[src/rtl/ram_streamer_pkg.sv]
// ram_streamer_pkg
//   Memory-map defaults shared with the dual-port RAM instances, plus the
//   address-increment helper used by the read sweep.
//   No ports (package).
package ram_streamer_pkg;

  localparam int unsigned MEM_DATA_WIDTH = 32'd8;
  localparam int unsigned MEM_RAM_SIZE   = 32'd32;

  // Next RAM address with wrap at ram_size-1 (works for non-power-of-2 sizes).
  function automatic int unsigned addr_wrap_inc(input int unsigned addr,
                                                input int unsigned ram_size);
    if (addr >= ram_size - 32'd1) begin
      return 32'd0;
    end else begin
      return addr + 32'd1;
    end
  endfunction

endpackage

[src/rtl/ram_streamer_fifo2.sv]
// stream_fifo2
//   Two-entry synchronous FIFO. Head entry is available on o_data whenever
//   o_count is non-zero. Flush has priority over push/pop.
//   Ports:
//     clk, rst_n   clock, asynchronous active-low reset
//     i_flush      drop all entries
//     i_push       write i_data (caller guarantees not full)
//     i_pop        retire head (caller guarantees not empty)
//     i_data       write data
//     o_data       head entry
//     o_count      number of stored entries (0..2)
module stream_fifo2 #(
  parameter int unsigned WIDTH = 32'd9
) (
  input  logic             clk,
  input  logic             rst_n,
  input  logic             i_flush,
  input  logic             i_push,
  input  logic             i_pop,
  input  logic [WIDTH-1:0] i_data,
  output logic [WIDTH-1:0] o_data,
  output logic [1:0]       o_count
);

  logic [WIDTH-1:0] r_mem_0;
  logic [WIDTH-1:0] r_mem_1;
  logic             r_wr_ptr;
  logic             r_rd_ptr;
  logic [1:0]       r_count;

  // Storage, pointers and occupancy.
  always_ff @(posedge clk or negedge rst_n) begin
    if (!rst_n) begin
      r_mem_0  <= {WIDTH{1'b0}};
      r_mem_1  <= {WIDTH{1'b0}};
      r_wr_ptr <= 1'b0;
      r_rd_ptr <= 1'b0;
      r_count  <= 2'd0;
    end else if (i_flush) begin
      r_wr_ptr <= 1'b0;
      r_rd_ptr <= 1'b0;
      r_count  <= 2'd0;
    end else begin
      if (i_push) begin
        if (r_wr_ptr) begin
          r_mem_1 <= i_data;
        end else begin
          r_mem_0 <= i_data;
        end
        r_wr_ptr <= ~r_wr_ptr;
      end
      if (i_pop) begin
        r_rd_ptr <= ~r_rd_ptr;
      end
      case ({i_push, i_pop})
        2'b10:   r_count <= r_count + 2'd1;
        2'b01:   r_count <= r_count - 2'd1;
        default: r_count <= r_count;
      endcase
    end
  end

  assign o_data  = r_rd_ptr ? r_mem_1 : r_mem_0;
  assign o_count = r_count;

endmodule

[src/rtl/ram_streamer.sv]
// ram_streamer
//   Read-side master for the dual-port RAM: sweeps `length` consecutive words
//   from `base_addr` (wrapping at RAM_SIZE-1) and streams them over valid/ready.
//   Hides the 1-cycle read latency and discards reads that collided with a
//   CPU write (write-first port returns write data while mem_we is high).
//   Ports:
//     clk, rst_n           clock, asynchronous active-low reset
//     start, abort         begin sweep (IDLE only) / cancel sweep (priority)
//     base_addr, length    sweep parameters, sampled with start
//     busy, done           sweep active / one-cycle completion pulse
//     mem_raddr, mem_rdata RAM read address / read data
//     mem_we               snoop of RAM write enable
//     m_valid, m_data, m_last, m_ready   output stream
module ram_streamer
  import ram_streamer_pkg::*;
#(
  parameter int unsigned DATA_WIDTH = MEM_DATA_WIDTH,
  parameter int unsigned RAM_SIZE   = MEM_RAM_SIZE,
  parameter int unsigned ADDR_WIDTH = $clog2(RAM_SIZE)
) (
  input  logic                  clk,
  input  logic                  rst_n,
  input  logic                  start,
  input  logic                  abort,
  input  logic [ADDR_WIDTH-1:0] base_addr,
  input  logic [ADDR_WIDTH:0]   length,
  output logic                  busy,
  output logic                  done,
  output logic [ADDR_WIDTH-1:0] mem_raddr,
  input  logic [DATA_WIDTH-1:0] mem_rdata,
  input  logic                  mem_we,
  output logic                  m_valid,
  output logic [DATA_WIDTH-1:0] m_data,
  output logic                  m_last,
  input  logic                  m_ready
);

  typedef enum logic [1:0] {
    ST_IDLE  = 2'd0,
    ST_RUN   = 2'd1,
    ST_DRAIN = 2'd2
  } state_t;

  localparam logic [ADDR_WIDTH:0] CNT_ZERO = {(ADDR_WIDTH+1){1'b0}};
  localparam logic [ADDR_WIDTH:0] CNT_ONE  = {{ADDR_WIDTH{1'b0}}, 1'b1};

  state_t                r_state;
  state_t                w_state_nxt;
  logic                  r_done;
  logic                  w_done_nxt;
  logic [ADDR_WIDTH-1:0] r_raddr;
  logic [ADDR_WIDTH:0]   r_remaining;   // reads still to be issued
  logic                  r_pend;        // accepted read whose data arrives this cycle
  logic                  r_pend_last;   // that read is the final word of the sweep

  logic [DATA_WIDTH:0]   w_head;
  logic [1:0]            w_fifo_count;
  logic                  w_fifo_valid;
  logic                  w_pop;
  logic                  w_push;
  logic [2:0]            w_occ;
  logic                  w_issue;
  logic                  w_accept;
  logic                  w_start;
  logic                  w_last_pop;
  logic [ADDR_WIDTH-1:0] w_next_addr;

  assign w_fifo_valid = (w_fifo_count != 2'd0);
  assign w_pop        = w_fifo_valid & m_ready;
  assign w_last_pop   = w_pop & w_head[DATA_WIDTH];
  assign w_start      = (r_state == ST_IDLE) & start & ~abort;

  // Occupancy after this cycle's pop, counting the read whose data is on dout;
  // issuing only below 2 keeps the FIFO from ever overflowing.
  assign w_occ    = {1'b0, w_fifo_count} + {2'b00, r_pend} - {2'b00, w_pop};
  assign w_issue  = (r_state == ST_RUN) && (r_remaining != CNT_ZERO) && (w_occ < 3'd2);
  // A read issued while the CPU writes returns write data, so it does not count.
  assign w_accept = w_issue & ~mem_we;
  assign w_push   = r_pend & ~abort;

  assign w_next_addr = ADDR_WIDTH'(addr_wrap_inc(32'(r_raddr), RAM_SIZE));

  // Next-state and done-pulse decode.
  always_comb begin
    w_state_nxt = r_state;
    w_done_nxt  = 1'b0;
    case (r_state)
      ST_IDLE: begin
        if (w_start && (length != CNT_ZERO)) begin
          w_state_nxt = ST_RUN;
        end else if (w_start) begin
          w_done_nxt  = 1'b1;
        end else begin
          w_state_nxt = ST_IDLE;
        end
      end
      ST_RUN: begin
        if (abort) begin
          w_state_nxt = ST_IDLE;
        end else if (w_accept && (r_remaining == CNT_ONE)) begin
          w_state_nxt = ST_DRAIN;
        end else begin
          w_state_nxt = ST_RUN;
        end
      end
      ST_DRAIN: begin
        if (abort) begin
          w_state_nxt = ST_IDLE;
        end else if (w_last_pop) begin
          w_state_nxt = ST_IDLE;
          w_done_nxt  = 1'b1;
        end else begin
          w_state_nxt = ST_DRAIN;
        end
      end
      default: begin
        w_state_nxt = ST_IDLE;
      end
    endcase
  end

  // State register and done pulse.
  always_ff @(posedge clk or negedge rst_n) begin
    if (!rst_n) begin
      r_state <= ST_IDLE;
      r_done  <= 1'b0;
    end else begin
      r_state <= w_state_nxt;
      r_done  <= w_done_nxt;
    end
  end

  // Read address, remaining count and in-flight read tracking.
  always_ff @(posedge clk or negedge rst_n) begin
    if (!rst_n) begin
      r_raddr     <= {ADDR_WIDTH{1'b0}};
      r_remaining <= CNT_ZERO;
      r_pend      <= 1'b0;
      r_pend_last <= 1'b0;
    end else if (abort) begin
      r_remaining <= CNT_ZERO;
      r_pend      <= 1'b0;
      r_pend_last <= 1'b0;
    end else begin
      r_pend      <= w_accept;
      r_pend_last <= w_accept && (r_remaining == CNT_ONE);
      if (w_start && (length != CNT_ZERO)) begin
        r_raddr     <= base_addr;
        r_remaining <= length;
      end else if (w_accept) begin
        r_remaining <= r_remaining - CNT_ONE;
        // Hold the final address once the sweep has issued everything.
        if (r_remaining != CNT_ONE) begin
          r_raddr <= w_next_addr;
        end
      end
    end
  end

  stream_fifo2 #(
    .WIDTH(DATA_WIDTH + 32'd1)
  ) u_fifo (
    .clk     (clk),
    .rst_n   (rst_n),
    .i_flush (abort),
    .i_push  (w_push),
    .i_pop   (w_pop),
    .i_data  ({r_pend_last, mem_rdata}),
    .o_data  (w_head),
    .o_count (w_fifo_count)
  );

  assign busy      = (r_state != ST_IDLE);
  assign done      = r_done;
  assign mem_raddr = r_raddr;
  assign m_valid   = w_fifo_valid;
  assign m_data    = w_fifo_valid ? w_head[DATA_WIDTH-1:0] : {DATA_WIDTH{1'b0}};
  assign m_last    = w_fifo_valid & w_head[DATA_WIDTH];

endmodule
[config.mk]
export PLATFORM = sky130hd
export DESIGN_NAME = ram_streamer
export DESIGN_NICKNAME = d
export VERILOG_FILES = /design/src/rtl/ram_streamer_pkg.sv /design/src/rtl/ram_streamer_fifo2.sv /design/src/rtl/ram_streamer.sv
export SDC_FILE = /design/constraint.sdc
export NUM_CORES = 1
export LEC_CHECK = 0
export CAP_MARGIN = 20
export CELL_PAD_IN_SITES_DETAIL_PLACEMENT = 0
export CELL_PAD_IN_SITES_GLOBAL_PLACEMENT = 1
export CORE_ASPECT_RATIO = 0.9
export CORE_MARGIN = 2
export CORE_UTILIZATION = 36
export CTS_CLUSTER_DIAMETER = 150
export DETAILED_ROUTE_END_ITERATION = 12
export PLACE_DENSITY_LB_ADDON = 0.1
export SYNTH_ARGS = -nofsm -noshare
export SYNTH_HDL_FRONTEND = slang
export SYNTH_SLANG_ARGS = --single-unit
[constraint.sdc]
create_clock -name clk -period 2.65 [get_ports clk]
set_input_delay 0.795 -clock clk [delete_from_list [all_inputs] [get_ports clk]]
set_output_delay 0.795 -clock clk [all_outputs]
set_load 0.02 [all_outputs]
# Yosys cells after proc, flatten, opt, wreduce, memory -nomap -nowiden

Cells that the tools add are included.

Bits in registers: 38
Bits of input ports: 25

Bitwise operators: 11
Order comparisons: 2
Mux-type cells: 29
Reductions and logical operators: 18
Add/sub/neg operators: 6
Eq/ne operators: 7

Operator list:

| operator              | count |
|---|---|
| $mux W5               | 4 |
| $mux W6               | 3 |
| $mux W2               | 7 |
| $reduce_bool A2 Y1    | 6 |
| $reduce_bool A6 Y1    | 2 |
| $mux W1               | 10 |
| $mux W9               | 1 |
| $reduce_and A3 Y1     | 3 |
| $mux W8               | 1 |
| $and A1 B1 Y1         | 7 |
| $eq A6 B1 Y1 const B  | 1 |
| $ne A6 B1 Y1 const B  | 1 |
| $pmux W2 S3           | 1 |
| $reduce_bool A3 Y1    | 2 |
| $sub A6 B1 Y6 const B | 1 |
| $add A5 B1 Y5 const B | 1 |
| $ge A5 B5 Y1 const B  | 1 |
| $eq A2 B1 Y1 const B  | 2 |
| $eq A2 B2 Y1 const B  | 2 |
| $logic_and A1 B1 Y1   | 4 |
| $not A1 Y1            | 4 |
| $pmux W2 S2           | 1 |
| $add A2 B1 Y3         | 1 |
| $lt A3 B2 Y1 const B  | 1 |
| 6 further kinds       | 6 |

# Depth between registers and ports, before layout

Word-level depth: 10
Mapped depth: 11

# Hierarchy

Synthesis repeated with hierarchy kept, for this count alone.

Cell total of the unflattened synthesis: 194
Area, all modules: 2205.9 µm²

Modules (own cells, without submodules):

| module       | cells each | area an instance (µm²) | seq. area each (µm²) | times used |
|---|---|---|---|---|
| ram_streamer | 127        | 1167.4                 | 400.4                | 1 |
| stream_fifo2 | 67         | 1038.5                 | 550.5                | 1 |

# Least setup slack after synthesis

Ideal clock, no wire load.

Path kind: input-to-reg
Start: input m_ready
End: register r_raddr[2] (netlist: mem_raddr[2])
Cell stages on the path: 9
Arrival: 2.894 ns
Buffers on the path: 0
Slack: -0.380 ns
Path through: o21ai_1 -> inv_1 -> ha_1 -> nand2b_1 -> fa_1 -> nand4bb_4 -> a2111oi_4 -> mux2i_1 -> a31oi_1

Longest elaborated chain between the ends: 7

RTL lines:

| item                                | RTL line            | text |
|---|---|---|
| start: declaration                  | ram_streamer.sv:35  | `input logic m_ready` |
| $and A1 B1 Y1                       | ram_streamer.sv:69  | `assign w_pop = w_fifo_valid & m_ready;` |
| $sub A3 B1 Y3                       | ram_streamer.sv:75  | `assign w_occ = {1'b0, w_fifo_count} + {2'b00, r_pend} - {2'b00, w_pop};` |
| $lt A3 B2 Y1                        | ram_streamer.sv:76  | `assign w_issue = (r_state == ST_RUN) && (r_remaining != CNT_ZERO) && (w_occ < 3'd2);` |
| $logic_and A1 B1 Y1                 | ram_streamer.sv:76  |  |
| $and A1 B1 Y1                       | ram_streamer.sv:78  | `assign w_accept = w_issue & ~mem_we;` |
| $reduce_bool A2 Y1 (no source line) | n/a                 |  |
| $reduce_and A3 Y1 (no source line)  | n/a                 |  |
| end signal: assignment              | ram_streamer.sv:136 | `r_raddr <= {ADDR_WIDTH{1'b0}};` |
| end signal: assignment              | ram_streamer.sv:148 | `r_raddr <= base_addr;` |
| end signal: assignment              | ram_streamer.sv:154 | `r_raddr <= w_next_addr;` |
| end: declaration                    | ram_streamer.sv:51  | `logic [ADDR_WIDTH-1:0] r_raddr;` |

Every way passes these cells.
A chain may end at the register's enable or synchronous reset.

# Final worst setup path

Same ends and word-level chain as after synthesis.

==> metrics.md <==
| Metric | Value |
|---|---|
| Outcome | `finished with violations` |
| Violated checks | `negative setup slack` |
| Multi-input logic area | `around 0.0011 sq mm` |
| CTS clock-pin slew for the worst setup and hold paths | `0.08 ns` |
| Top cells by area, synth | `dfrtp_1 47%, mux2_2 10%, mux2i_1 5.9%` |
| Synth area leader | `dfrtp_1` |
| Post-DRT Antenna Nets | `0` |
| Die area | `roughly 0.0063 sq mm` |
| Number of remaining DRC errors | `0` |
| Die Y | `approximately 75 um` |
| CTS root buf | `clkbuf_8` |
| Layout cells sized above 1 | `between 20% and 30%` |
| Post-synth EDFFs | `0` |
| Post-Synth Adder-Cell Area | `roughly 4.1%` |
| Cells along the critical path | `buf_8 -> o21ai_4 -> inv_1 -> ha_1 -> nand2b_4 -> fa_2 -> nand4bb_4 -> a2111oi_4 -> buf_4 -> mux2i_1 -> a31oi_1` |
| Compound-cell area share of the yosys netlist | `under 10%` |
| Sequential power share | `a little over two fifths` |
| TritonCTS Sinks | `38` |
| Num CTS Buffers | `5` |
| Synth top cells by count | `38 x dfrtp_1, 25 x nor2_1, 18 x mux2_2, 17 x nand2_1, 12 x mux2i_1` |
| Final worst slack | `-0.00885 ns` |
| Insertion delay to the later sink of the worst-skew pair | `roughly 0.29 ns` |
| Setup CP Type | `primary input to flop` |
| CP peak stage delay | `0.55 ns` |
| CP arrival | `2.83 ns` |
| Routability Congestion | `0.888` |
| Die W | `about 83 um` |
| Pint | `1.25 mW` |
| Crit. End Element | `flop` |
| Yosys warns | `0` |
| Fin. max-slew vios | `0` |
| Cell with the most instances after synthesis | `dfrtp_1` |
| Final Skew | `0.00715 ns` |
| Synthesized cell area | `0.00203 sq mm` |
| Post-DP HPWL | `about 3.4 mm` |
| Hold WS | `0.507 ns` |
| Global-route wire length before repair | `roughly 7.6 mm` |
| Fin crit period | `2.66 ns` |
| FMAX | `376 MHz` |
| Library cells used by synthesis | `42` |
| Layout net count | `283` |
| Initial Utilization | `between 30% and 40%` |
| Initial antenna violation count | `0` |
| DRT iter0 DRCs | `84` |
| DRT Pass-1 Iters | `4` |
| RSZ-0062 raised after global routing | `yes` |
| Largest net degree at the start of global routing | `39` |
| Async S/R FF share, synth | `100%` |
| # rows | `25` |
| Comb pwr share | `slightly below 30%` |
| Maximum buffer depth of the clock tree | `2` |
| Setup TNS | `-0.00885 ns` |
| Xor/xnor share of the synthesized area | `3.02%` |
| Final total power | `1.79 mW` |
| Max H-tree Level | `2` |
| Filler cells | `469` |
| LEAKAGE | `between 1 and 1.5 nW` |
| Wire per inst | `15.0 um` |
| Sequential cell area | `951 sq um` |
| Critical Path RT | `between 2 and 3 ns` |
| PortBufs | `41` |
| Total Wirelength | `around 4.8 mm` |
| Critical path launch point type | `primary input` |
| Sw Share | `30.0%` |
| Max_cap viols | `0` |
| Final period utilization | `100%` |
| Area grow syn2layout | `38.6%` |
| Power Density | `634 mW/mm^2` |
| Core box area | `0.00535 sq mm` |
| Actual slew at the worst max-slew pin | `0.857 ns` |
| Relative slew slack | `approximately 43%` |
| CP max-delay cell | `fa_2` |
| Worst min-delay path category | `flop to flop` |
| Final Hold Violating Endpoints | `0` |
| Syn_area_per_cell | `10.6 sq um` |
| Syn Nets | `between 200 and 250` |
| Via density per instance | `5.07` |
| Psw | `between 0.5 and 0.6 mW` |
| Hold-fix buffers at CTS | `0` |
| Gr usage total | `between 15 and 20%` |
| Synth Register Bits | `38` |
| Grt total ovfl | `0` |
| Top_reg_cell synth | `dfrtp_1` |
| Diodes inserted | `0` |
| Worst Path Max Fanout | `5` |
| TritonCTS clock tree | `built` |
| Synth Instances | `191` |
| Synth Area in Simple Gates | `18.3%` |
| Mux contribution to synthesized area | `15.9%` |
| Via count | `1622` |
| IO Count | `42` |
| Worst vdd ir | `0.292 mV` |
| Clock power share | `27.2%` |
| Setup violators final | `1` |
| Synth top area share | `46.8%` |
| Post-synthesis sequential area ratio | `46.8%` |
| Vias in the first global route | `about 1600` |
| Main combinational cell family by area after synthesis | `simple AND/OR/NAND/NOR gates` |
==> stage by stage <==
stage | cell area (sq um) | setup slack, ns | cells | util, %
after floorplan | 2050 | -0.303 | 191 | -
after global placement | 2640 | -0.777 | 310 | 49.4
after detailed placement | 2640 | -0.841 | 310 | 49.4
after CTS | 2790 | -0.000583 | 319 | 52.1
after global routing | 2820 | -0.0866 | 320 | 52.7
final | 2820 | -0.00885 | 320 | 52.7
==> power groups by stage <==
stage	clock network, mW	logic, mW	registers (mW)
after detailed placement	0	0.515	0.778
after floorplan	0	0.305	0.780
after global placement	0	0.503	0.772
after CTS	0.495	0.527	0.767
final	0.485	0.533	0.768
after global routing	0.525	0.590	0.782
==> layout make-up <==
cell class,count,area share (%)
flip-flops and latches,38,33.7
clock buffers,7,2.71
repair buffers,60,19.8
inverters,7,0.932
well taps,67,2.97
multi-input cells,140,38.8
clock inverters,1,1.07
==> cell families after synthesis <==
group / after synthesis
adders and majority gates: 6
AOI/OAI and AO/OA: 25
and+or+nand+nor: 71
muxes: 30
DFF: 38
buffers and inverters: 14
xor gates and xnor gates: 7
==> cell usage in the layout, fill, tap and decap left out, drive strengths merged, types with 2 or more instances in the layout <==
cell type      instances
o21ai                  7
a2111oi                4
a31oi                  4
clkbuf                 7
or2                    2
inv                    7
xor2                   4
nand2                 17
xnor2                  3
nor4                   3
and3                   3
o211ai                 2
nor3                   2
mux2i                 12
and2                   2
ha                     5
nor3b                  3
nand3                  7
dfrtp                 38
clkdlybuf4s50         39
mux2                  18
a21oi                  4
buf                   21
nor2                  26
==> sequential cells by signal, summed over array words and instances, names as in the netlist <==
signal,count
done,1
mem_raddr,5
r_pend,1
r_pend_last,1
r_remaining,6
r_state,2
u_fifo.o_count,2
u_fifo.r_mem_0,9
u_fifo.r_mem_1,9
u_fifo.r_rd_ptr,1
u_fifo.r_wr_ptr,1
==> critical path, delay by kind of cell <==
family | cells | cell delay (ns)
fa+ha+maj | 2 | 0.83
compound gates | 3 | 0.37
simple gates | 2 | 0.30
buf+inv | 3 | 0.35
mux | 1 | 0.18
==> routing by layer <==
metal  global-route usage [%]  vias to the layer above  part of all wire, %
met5                        0                        -                    0
met4                     6.01                        0                  1.2
met3                     3.36                        7                  3.7
met2                     25.5                       34                   46
met1                     20.6                      783                   49
li1                         -                      798                    -
==> final timing paths <==
kind / from / end / slack (ns) / depth (start not counted)
max: m_ready / mem_raddr[2] / -0.009 / 11
min: u_fifo.r_mem_0[4] / u_fifo.r_mem_0[4] / 0.51 / 1
max reg2reg: u_fifo.o_count[1] / mem_raddr[2] / 0.07 / 10
min reg2reg: u_fifo.r_mem_0[4] / u_fifo.r_mem_0[4] / 0.51 / 1
max in group asynchronous: rst_n / r_remaining[4] / 1.49 / 1
min in group asynchronous: rst_n / u_fifo.r_mem_1[1] / 0.61 / 1
==> timing repair <==
item | CTS | global route
pin swaps | 5 | 1
cloned | 0 | 1
resized for setup | 14 | 5
buffers inserted | 2 | 0
setup endpoints to repair | 25 | 22
Note: power is estimated with default switching activity, not from simulation.
